==> src/rtl/ddhw_sweep_pkg.sv <==
// Shared types and constants for the minterm sweep controller and its settle timer.
package ddhw_sweep_pkg;

  typedef enum logic [1:0] {
    IDLE   = 2'd0,
    SETTLE = 2'd1,
    SAMPLE = 2'd2,
    DONE   = 2'd3
  } state_t;

  localparam int DEF_N_IN   = 4;
  localparam int DEF_SETTLE = 2;

  // Golden table for F = A(B + (CD)') + BC', bit i = F(vec == i)
  localparam logic [15:0] F3_32B_TABLE = 16'hF730;

endpackage

==> src/rtl/settle_timer.sv <==
// 8-bit loadable up/down counter; tc flags the terminal value for the current direction
// (count == term when counting up, count == 0 when counting down).
module settle_timer (
  input  logic       clk,
  input  logic       rst_n,
  input  logic       load,
  input  logic       en,
  input  logic       up,
  input  logic [7:0] load_val,
  input  logic [7:0] term,
  output logic       tc
);

  logic [7:0] count;

  // NOTE: sequential state is updated with non-blocking assignments only, so every
  // flop samples pre-edge values regardless of process ordering.
  always_ff @(posedge clk or negedge rst_n) begin
    if (!rst_n) begin
      count <= 8'd0;
    end else if (load) begin
      count <= load_val;
    end else if (en) begin
      count <= up ? count + 8'd1 : count - 8'd1;
    end
  end

  assign tc = up ? (count == term) : (count == 8'd0);

endmodule

==> src/rtl/minterm_sweep_ctrl.sv <==
// Drives every minterm of an N_IN-input function in ascending order and captures its truth table.
// Optional golden-table comparison on the pass output is built only with SWEEP_EXPECT_CHECK_EN.
module minterm_sweep_ctrl
  import ddhw_sweep_pkg::*;
#(
  parameter int                  N_IN          = DEF_N_IN,
  parameter int                  SETTLE_CYCLES = DEF_SETTLE,
  parameter logic [2**N_IN-1:0]  EXPECTED      = F3_32B_TABLE
) (
  input  logic                 clk,
  input  logic                 rst_n,
  input  logic                 start,
  output logic [N_IN-1:0]      vec,
  input  logic                 f_in,
  output logic                 busy,
  output logic                 done,
  output logic [2**N_IN-1:0]   truth_table,
  output logic                 pass
);

  localparam logic [7:0] SETTLE_TERM = 8'(SETTLE_CYCLES);

  state_t              state, state_next;
  logic                timer_load, timer_en, timer_tc;
  logic                last_vec;
  logic [2**N_IN-1:0]  table_merged;

  settle_timer u_settle_timer (
    .clk      (clk),
    .rst_n    (rst_n),
    .load     (timer_load),
    .en       (timer_en),
    .up       (1'b1),
    .load_val (8'd0),
    .term     (SETTLE_TERM),
    .tc       (timer_tc)
  );

  assign last_vec = (vec == {N_IN{1'b1}});

  // NOTE: every always_comb output gets a default before the case, so no path
  // leaves a signal unassigned and no latch is inferred.
  always_comb begin
    state_next        = state;
    timer_load        = 1'b0;
    timer_en          = 1'b0;
    table_merged      = truth_table;
    table_merged[vec] = f_in;
    case (state)
      IDLE: begin
        if (start) begin
          state_next = SETTLE;
          timer_load = 1'b1;
        end
      end
      SETTLE: begin
        if (timer_tc) state_next = SAMPLE;
        else          timer_en   = 1'b1;
      end
      SAMPLE: begin
        if (last_vec) begin
          state_next = DONE;
        end else begin
          state_next = SETTLE;
          timer_load = 1'b1;
        end
      end
      DONE:    state_next = IDLE;
      default: state_next = IDLE;
    endcase
  end

  always_ff @(posedge clk or negedge rst_n) begin
    if (!rst_n) state <= IDLE;
    else        state <= state_next;
  end

  // busy/done are registered from the next state so they line up with the state they describe
  always_ff @(posedge clk or negedge rst_n) begin
    if (!rst_n) begin
      vec         <= '0;
      busy        <= 1'b0;
      done        <= 1'b0;
      truth_table <= '0;
    end else begin
      busy <= (state_next == SETTLE) || (state_next == SAMPLE);
      done <= (state_next == DONE);
      case (state)
        IDLE: begin
          if (start) begin
            vec         <= '0;
            truth_table <= '0;
          end
        end
        SAMPLE: begin
          truth_table <= table_merged;
          if (!last_vec) vec <= vec + 1'b1;
        end
        DONE:    vec <= '0;
        default: ;
      endcase
    end
  end

`ifdef SWEEP_EXPECT_CHECK_EN
  // Result is taken with the final sample merged, so pass is valid alongside done
  always_ff @(posedge clk or negedge rst_n) begin
    if (!rst_n) begin
      pass <= 1'b0;
    end else if (state == IDLE && start) begin
      pass <= 1'b0;
    end else if (state == SAMPLE && last_vec) begin
      pass <= (table_merged == EXPECTED);
    end
  end
`else
  assign pass = 1'b0;
`endif

endmodule

==> config.mk <==
export PLATFORM = sky130hd
export DESIGN_NAME = minterm_sweep_ctrl
export DESIGN_NICKNAME = d
export VERILOG_FILES = /design/src/rtl/ddhw_sweep_pkg.sv /design/src/rtl/settle_timer.sv /design/src/rtl/minterm_sweep_ctrl.sv
export SDC_FILE = /design/constraint.sdc
export NUM_CORES = 1
export LEC_CHECK = 0
export CORE_UTILIZATION = 35
export DETAILED_ROUTE_END_ITERATION = 12
export MAX_ROUTING_LAYER = met4
export SLEW_MARGIN = 20
export SYNTH_ARGS = -nofsm -noshare
export SYNTH_HDL_FRONTEND = slang
export SYNTH_HIERARCHICAL = 1
export SYNTH_SLANG_ARGS = --single-unit
==> constraint.sdc <==
create_clock -name clk -period 2.6 [get_ports clk]
set_clock_uncertainty 0.05 [all_clocks]
set_input_delay 0.65 -clock clk [delete_from_list [all_inputs] [get_ports clk]]
set_output_delay 0.65 -clock clk [all_outputs]
set_load 0.02 [all_outputs]
==> flow_metrics.py <==
metrics = {
    "placed_design": {
        "gp_congestion": 0.766,
        "dpl_cell_area_um2": 2520,
        "dp_hpwl_mm": 3.39,
        "dpl_worst_slack_ns": 0.102,
        "port_buffers": 25,
    },
    "setup_path": {
        "slowest_stage": "clkdlybuf4s50_1",
        "crit_family": "buffers and inverters",
        "critPathCaptureType": "primary output",
        "critPathArrivalTime_ns": 1.63,
        "setup.worst_path.start_class": "flop",
        "worst-path-buf-inv": 1,
        "slowest_delay_ns": 0.70,
        "critPathMaxFanout": 17,
        "path_class": "flop to primary output",
        "path_cells": "clkdlybuf4s50_1",
        "required_ns": 1.90,
    },
    "timing": {
        "finalHoldViolations": 0,
        "period_needed_ns": 2.33,
        "setup_violations": 0,
        "tightest_slew_ns": 0.513,
        "setup_tns_ns": 0,
        "setup_ws_ns": 0.266,
        "timing.hold.ws_ns": 0.472,
        "slew_viol_final": 0,
        "slew_headroom_pct": 65.6,
        "rsz0062_at_grt": "no",
        "fmax_ghz": 0.429,
        "fin_crit_sh_pct": 89.8,
    },
    "yosys": {
        "synth_enable_flop_cells": 0,
        "syn_area_um2": 2090,
        "ys_seq_elements": 32,
        "synthTopCellsByCount": "dfrtp_1 (32), nand2_1 (29), nand4_1 (16), ha_1 (11)",
        "synthFlopType": "dfrtp_1",
        "seq_area_frac_synth_pct": 38.4,
        "ys_types": 50,
        "yosys-top-cells-area": "dfrtp_1 (38%), ha_1 (6.6%), nand2_1 (5.2%), nand4_1 (4.8%), o211ai_1 (3.6%)",
        "syn_avg_cell_area_um2": 9.32,
        "postSynth.asyncResetShare_pct": 100,
        "synth.most_common_cell": "dfrtp_1",
        "yosys.area.top_type": "dfrtp_1",
        "netlist_instances": 224,
        "synth_top_area_share_pct": 38.4,
        "ys_warn_count": 6,
    },
    "drt": {
        "drc": 0,
        "drt_wl_total_mm": 4.75,
        "drt_iter0_drc": 64,
        "vias_per_cell": 5.15,
        "first_pass_iters": 4,
        "ant_nets": 0,
        "wl_per_cell_um": 13.7,
        "vias": 1792,
    },
    "job": {
        "maxCapViolations": 0,
    },
    "grt": {
        "antenna_found_initial": 0,
        "grt_usage_pct": 17.1,
        "grt_max_degree": 33,
        "grt_pass1_vias": 1729,
        "grt_pass1_wl_mm": 8.19,
        "gr-total-overflow": 0,
    },
    "clocking": {
        "htree_levels": 2,
        "cts.sinks": 32,
        "cts_hold_buf": 0,
        "cts-root-buf": "clkbuf_8",
        "cts_tree": "done",
        "cts_max_path_buffers": 2,
        "cts_buffers": 5,
        "cts_setup_buffers": 0,
        "clk_latency_ns": 0.29,
        "clk_pin_slew_ns": 0.07,
    },
    "cells_and_area": {
        "final_area_um2": 2620,
        "nNetsFinal": 291,
        "drive_gt1_share_pct": 10.9,
        "area_delta_synth_final_pct": 25.4,
        "diodes": 0,
    },
    "power_and_ir_drop": {
        "power.internal_mw": 1.28,
        "power.switching_uw": 764,
        "pwr-share-seq_pct": 32.7,
        "comb_power_share_pct": 47.4,
        "swShare_pct": 37.4,
        "powerDensity_nw_per_um2": 780,
        "clkPwrFrac_pct": 19.9,
        "ir_worst_vdd_mv": 0.493,
        "leakage_nw": 1.18,
    },
    "floorplanning": {
        "die_x_um": 79.2,
        "fp.dieH_um": 79.2,
        "fp-row-count": 27,
        "core_area_um2": 5640,
        "io-pin-count": 27,
        "initial_utilization_pct": 37.0,
        "die-area_um2": 6280,
    },
    "hold_path": {
        "hp-class": "flop to flop",
    },
    "outcome": {
        "outcome": "complete, no violations",
    },
}
-- cell type report --
class	instances	area, um^2
Clock inverter	2	10.0
Fill cell	541	3030
Sequential cell	32	801
Inverter	5	18.8
Multi-Input combinational cell	192	1260
Tap cell	72	90.1
Timing Repair Buffer	39	355
Clock buffer	6	82.6
-- timing repair --
item                                    4_1_cts  5_1_grt
endpoints found under the setup margin        0        1
resized for setup                             0        1
endpoints found under the hold margin         0        0
-- path summary, 6_finish.rpt --
path                                    startpoint                 endpoint  slack (ns)  cells after the start
setup reg to reg           u_settle_timer/count[2]  u_settle_timer/count[7]        0.32                      9
min in group asynchronous                    rst_n                   vec[3]        0.71                      2
max in group asynchronous                    rst_n           truth_table[7]        1.48                      2
hold reg to reg                    truth_table[13]          truth_table[13]        0.47                      2
setup / recovery                            vec[2]                   vec[2]        0.27                      1
hold / removal                     truth_table[13]          truth_table[13]        0.47                      2
-- metrics by stage --
step	power, mW	utilization (%)	cells
floorplan	1.38	-	245
global placement	1.61	44.6	340
detailed placement	1.63	44.6	340
CTS	2.03	46.3	348
global route	2.21	46.4	348
finish	2.04	46.4	348
-- power by group through the flow --
stage | registers, mW | logic [mW] | clock network [mW]
after floorplan | 0.707 | 0.669 | 0
final | 0.668 | 0.968 | 0.406
after CTS | 0.668 | 0.952 | 0.415
after global placement | 0.676 | 0.937 | 0
after global routing | 0.682 | 1.09 | 0.437
after detailed placement | 0.676 | 0.953 | 0
-- placed cells by master (no fill, tap or decap), types with 6 or more instances in the layout --
master,Yosys,final
a21oi_1,7,7
buf_4,1,14
clkbuf_8,0,6
clkdlybuf4s50_1,0,25
conb_1,2,23
dfrtp_1,32,32
ha_1,11,11
nand2_1,29,29
nand4_1,16,16
nor2_1,6,6
o211ai_1,10,10
o21ai_0,9,9
xnor2_1,6,6
-- layer usage --
metal / track usage, % / share of wire (%) / wire length (um) / vias to the layer above
met5: - / 0 / 0 / -
met4: 4.91 / 1.2 / 57 / 0
met3: 2.87 / 2.7 / 130 / 5
met2: 29.8 / 48 / 2300 / 33
met1: 20.3 / 48 / 2270 / 847
li1: - / - / - / 907
-- kinds of logic after synthesis --
kind of cell / synth area share (%)
AOI/OAI and AO/OA: 19.1
and+or+nand+nor: 23.1
adders and majority gates: 7.55
muxes: 1.56
buffers and inverters: 5.34
other: 0.360
xor gates and xnor gates: 4.62
DFF: 38.4
-- registers in the layout, indices dropped and copies added, names as in the netlist --
register and count:
truth_table 16, busy 1, vec 4, done 1, u_settle_timer/count 8, state 2
(Power assumes the default switching activity.)
